`src/rtl/uart_cmd_ctrl.sv`:
```
// Byte-stream command sequencer: assembles SYNC/CMD/ARG/CHK frames, drives the LED register, answers with a 2-byte ACK/NAK.
// Latency: EXEC one cycle after the CHK byte; leds and the first tx_start two cycles after it.
// Backpressure: each response byte waits for tx_busy low; bytes arriving while a frame executes or responds are dropped.
module uart_cmd_ctrl #(
    parameter logic [7:0] SYNC_BYTE      = 8'hA5,
    parameter int         TIMEOUT_CYCLES = 1_200_000,
    parameter int         NUM_LEDS       = 5
) (
    input  logic                clk,
    input  logic                rst,
    output logic                rx_enable,
    input  logic [7:0]          rx_byte,
    input  logic                byte_available,
    output logic [7:0]          tx_byte,
    output logic                tx_start,
    input  logic                tx_busy,
    output logic [NUM_LEDS-1:0] leds,
    output logic                frame_err
);
    localparam int            TW      = $clog2(TIMEOUT_CYCLES + 1);
    localparam logic [TW-1:0] TO_LAST = TW'(TIMEOUT_CYCLES - 1);

    localparam logic [7:0] ST_ACK = 8'h06;
    localparam logic [7:0] ST_NAK = 8'h15;

    typedef enum logic [3:0] {
        IDLE, GET_CMD, GET_ARG, GET_CHK, EXEC,
        SEND_STAT, WAIT_STAT, SEND_DATA, WAIT_DATA
    } state_t;

    state_t              state;
    logic [7:0]          cmd;
    logic [7:0]          arg;
    logic [7:0]          chk;
    logic [7:0]          data_byte;
    logic [TW-1:0]       to_cnt;
    logic                skip;
    logic [NUM_LEDS-1:0] led_next;
    logic                cmd_ok;
    logic                chk_ok;

    assign cmd_ok = (cmd == 8'h01) || (cmd == 8'h02) || (cmd == 8'h03);
    assign chk_ok = (chk == (cmd ^ arg));

    always_comb begin
        led_next = leds;
        case (cmd)
            8'h01:   led_next = arg[NUM_LEDS-1:0];
            8'h02:   led_next = leds ^ arg[NUM_LEDS-1:0];
            default: led_next = leds;
        endcase
    end

    always_ff @(posedge clk or posedge rst) begin
        if (rst) begin
            state     <= IDLE;
            rx_enable <= 1'b0;
            tx_byte   <= 8'h00;
            tx_start  <= 1'b0;
            leds      <= '0;
            frame_err <= 1'b0;
            cmd       <= 8'h00;
            arg       <= 8'h00;
            chk       <= 8'h00;
            data_byte <= 8'h00;
            to_cnt    <= '0;
            skip      <= 1'b0;
        end else begin
            rx_enable <= 1'b1;
            frame_err <= 1'b0;
            case (state)
                IDLE: begin
                    to_cnt <= '0;
                    if (byte_available && rx_byte == SYNC_BYTE)
                        state <= GET_CMD;
                end
                GET_CMD, GET_ARG, GET_CHK: begin
                    // An arriving byte beats a timeout expiring in the same cycle.
                    if (byte_available) begin
                        to_cnt <= '0;
                        case (state)
                            GET_CMD: begin
                                cmd   <= rx_byte;
                                state <= GET_ARG;
                            end
                            GET_ARG: begin
                                arg   <= rx_byte;
                                state <= GET_CHK;
                            end
                            default: begin
                                chk <= rx_byte;
                                // Registered so the pulse lands in the EXEC cycle itself.
                                frame_err <= (rx_byte != (cmd ^ arg)) || !cmd_ok;
                                state     <= EXEC;
                            end
                        endcase
                    end else if (to_cnt == TO_LAST) begin
                        to_cnt    <= '0;
                        tx_byte   <= ST_NAK;
                        data_byte <= 8'h03;
                        tx_start  <= !tx_busy;
                        frame_err <= 1'b1;
                        state     <= SEND_STAT;
                    end else begin
                        to_cnt <= to_cnt + 1'b1;
                    end
                end
                EXEC: begin
                    if (!chk_ok) begin
                        tx_byte   <= ST_NAK;
                        data_byte <= 8'h01;
                    end else if (!cmd_ok) begin
                        tx_byte   <= ST_NAK;
                        data_byte <= 8'h02;
                    end else begin
                        leds      <= led_next;
                        tx_byte   <= ST_ACK;
                        data_byte <= 8'(led_next);
                    end
                    tx_start <= !tx_busy;
                    state    <= SEND_STAT;
                end
                SEND_STAT, SEND_DATA: begin
                    // tx_start is high for exactly one cycle of this state.
                    if (tx_start) begin
                        tx_start <= 1'b0;
                        skip     <= 1'b1;
                        state    <= (state == SEND_STAT) ? WAIT_STAT : WAIT_DATA;
                    end else if (!tx_busy) begin
                        tx_start <= 1'b1;
                    end
                end
                WAIT_STAT: begin
                    if (skip) begin
                        skip <= 1'b0;
                    end else if (!tx_busy) begin
                        tx_byte  <= data_byte;
                        tx_start <= 1'b1;
                        state    <= SEND_DATA;
                    end
                end
                WAIT_DATA: begin
                    if (skip)
                        skip <= 1'b0;
                    else if (!tx_busy)
                        state <= IDLE;
                end
                default: state <= IDLE;
            endcase
        end
    end
endmodule

```
`config.mk`:
```
export PLATFORM = sky130hd
export DESIGN_NAME = uart_cmd_ctrl
export DESIGN_NICKNAME = d
export VERILOG_FILES = /design/src/rtl/uart_cmd_ctrl.sv
export SDC_FILE = /design/constraint.sdc
export NUM_CORES = 1
export LEC_CHECK = 0
export BUFFER_PORTS_ARGS = -buffer_cell sky130_fd_sc_hd__buf_2
export CORE_ASPECT_RATIO = 2
export CORE_MARGIN = 8
export CORE_UTILIZATION = 50
export CTS_CLUSTER_SIZE = 25
export DETAILED_ROUTE_END_ITERATION = 16
export PLACE_DENSITY = 0.68
export SYNTH_ARGS = -nofsm -noshare
export SYNTH_HDL_FRONTEND = slang
export SYNTH_SLANG_ARGS = --single-unit
```
`constraint.sdc`:
```
create_clock -name clk -period 5.6 [get_ports clk]
set_input_delay 0.56 -clock clk [delete_from_list [all_inputs] [get_ports clk]]
set_output_delay 0.56 -clock clk [all_outputs]
set_load 0.1 [all_outputs]
```
==> results_dict.tcl <==
set metrics [dict create \
    insertion_delay_ns 0.33 \
    skew_ns 0.00408 \
    fin_crit_sh_pct 45.3 \
    post_cts_resized 0 \
    crit_chain "or2_0, nor3_4, a21boi_4, nor2_1, nor2_1" \
    initial_core_util_pct 50.9 \
    setup_violations 0 \
    crit_family "simple AND/OR/NAND/NOR gates" \
    drc_errors 0 \
    drtAntennaViolNets 0 \
    tritoncts "done" \
    yosys.cell_count.top_type "dfrtp_1" \
    grt_antenna_before_repair 0 \
    diodes 0 \
    yosys_register_bits 68 \
    drive_above_1_share_pct 26.0 \
    routed_wl_microns 8440 \
    vias 2916 \
    synth.distinct_cells 68 \
    powerDensity_nw_per_um2 552 \
    yosys.area.top_type "dfrtp_1" \
    grt_pass1_vias 2978 \
    synthesis.area_sq_um 3990 \
    path_clk_slew_ns 0.05 \
    cp_max_fo 18 \
    period_minus_slack_ns 2.54 \
    critPathSlowestCell "or2_0" \
    syn_area_per_cell_sq_um 10.6 \
    setup_tns_ns 0 \
    htreeDepth 3 \
    die_w_microns 79.1 \
    max_slew.worst_pin.slew_ns 0.973 \
    slew_violations 0 \
    crit_buf_inv 0 \
    die_area_sq_um 11300 \
    status "finished clean" \
    synth_commonest_cells "dfrtp_1 (68), nor2_1 (31), mux2_2 (30), nand2_1 (25), xnor2_1 (20)" \
    placed_area_sq_um 4140 \
    final_core_util_pct 56.7 \
    max_freq_ghz 0.394 \
    post_drt_wl_per_cell_microns 17.0 \
    synth_top_area_share_pct 42.7 \
    track_usage_pct 15.9 \
    dp_hpwl_microns 5970 \
    numClockSinks 68 \
    final_area_sq_um 4440 \
    drt_iter0_drc 187 \
    cp.required_ns 5.85 \
    maxCapViolCount 0 \
    synthTopCellsByArea "dfrtp_1 (43%), mux2_2 (8.5%), xnor2_1 (4.4%), nor2_1 (2.9%), nand2_1 (2.4%)" \
    cts_post_setup_buffers_inserted 0 \
    syn_to_final_growth_pct 11.3 \
    io_buffers 24 \
    cts_max_path_buffers 2 \
    gp_congestion 0.811 \
    async_reset_ff_share_pct 100 \
    vias_per_cell 5.88 \
    fill_cells 715 \
    rsz0062_at_grt "no" \
    cp-end-kind "flip-flop" \
    power_mw 2.45 \
    critPathArrivalTime_ns 2.79 \
    synth_edf_count 0 \
    cts_buffers 9 \
    ys.flop_type "dfrtp_1" \
    firstDrtPassIters 4 \
    layout.nets 408 \
    cts-root-buf "clkbuf_16" \
    peakVddDrop_mv 0.349 \
    die_y_microns 142 \
    max-slew-margin-rel_pct 35.1 \
    core-area_sq_um 7830 \
    row_count 46 \
    grt_max_degree 69 \
    grt_pass1_wl_microns 14300 \
    leakagePower_nw 1.86 \
    boundaryPins 28 \
    holdBufCountCts 0 \
    critPathLaunchType "flip-flop" \
    synth_warnings 0 \
    crit_type "reg -> reg" \
    crit_top_cell "nor2_1" \
    syn_inst 375 \
    hold_viol 0 \
    grt_overflow 0 \
    hold_class "in -> async" \
    critPathMaxStageDelay_ns 0.59 \
    synth-seq-area-share_pct 42.7 \
]
metal layers:
layer	track usage [%]	routed length [microns]	share of wire [%]	vias to the layer above
met5	0	0	0	-
met4	5.70	154	1.8	0
met3	3.80	374	4.4	12
met2	24.9	4120	49	64
met1	20.8	3790	45	1444
li1	-	-	-	1396
report_power, final:
group          leakage (nW)  switching, mW  internal [mW]
Sequential            0.872          0.195          0.623
Combinational         0.837          0.568          0.498
Clock                 0.149          0.199          0.367
registers in the layout, summed over array words and instances, names as in the netlist:
register and cells:
to_cnt 21, arg 8, chk 8, cmd 8, data_byte 5, leds 5
tx_byte 5, state 4, frame_err 1, rx_enable 1, skip 1, tx_start 1
layout make-up:
class,instances,area [sq um],share of cell area (%)
timing repair buffer,25,128,2.87
inverter,7,26.3,0.592
clock buffer,12,256,5.78
tap,96,120,2.71
multi-input combinational,284,2160,48.6
sequential,68,1700,38.3
clock inverter,4,47.5,1.07
placed cells by master (no fill, tap or decap), drive strengths merged, types with 2 or more instances in the layout:
cell type / Yosys / layout
and3: 7 / 7
inv: 7 / 7
o31ai: 6 / 6
nor2: 34 / 34
buf: 14 / 25
xor2: 5 / 5
nor2b: 4 / 4
nor3b: 2 / 2
clkbuf: 4 / 12
nand2: 26 / 26
xnor2: 20 / 20
a22oi: 2 / 2
a21oi: 17 / 17
o21ai: 18 / 18
nand3: 11 / 11
or2: 4 / 4
nand4: 11 / 11
conb: 2 / 4
a22o: 6 / 6
o32a: 2 / 2
mux2: 30 / 30
nand4b: 2 / 2
a31o: 5 / 5
clkinv: 0 / 2
xnor3: 8 / 8
nand2b: 7 / 7
nor3: 13 / 13
mux2i: 4 / 4
dfrtp: 68 / 68
a31oi: 4 / 4
nor4: 5 / 5
or3: 4 / 4
o21a: 2 / 2
nor4b: 3 / 3
kinds of logic after synthesis:
| family | Yosys count | synth area share, % |
|---|---|---|
| simple gates | 140 | 20.9 |
| compound gates | 72 | 12.9 |
| flops | 68 | 42.7 |
| mux | 34 | 9.48 |
| xor+xnor | 33 | 10.2 |
| buf+inv | 25 | 3.36 |
| other cells | 2 | 0.188 |
| fa+ha+maj | 1 | 0.314 |
tightest hold or removal path: stages:
cell	delay (ns)
buf_2	0.10
inv_2	0.03
buf_4	0.64
per-stage QoR:
stage,worst slack (ns),hold slack [ns],cells
floorplan,3.33,0.473,377
global placement,3.19,0.469,480
detailed placement,3.06,0.494,480
CTS,3.03,0.504,496
global route,2.87,0.523,496
finish,3.06,0.477,496
worst paths after layout:
check / start / endpoint / slack [ns] / cells past startpoint
max: state[3] / to_cnt[18] / 3.06 / 5
min: rst / rx_enable / 0.48 / 3
max reg2reg: state[3] / to_cnt[18] / 3.06 / 5
min reg2reg: tx_byte[0] / tx_byte[0] / 0.49 / 1
max in group asynchronous: rst / to_cnt[9] / 4.57 / 3
min in group clk: tx_byte[0] / tx_byte[0] / 0.49 / 1
(Power assumes the default switching activity.)
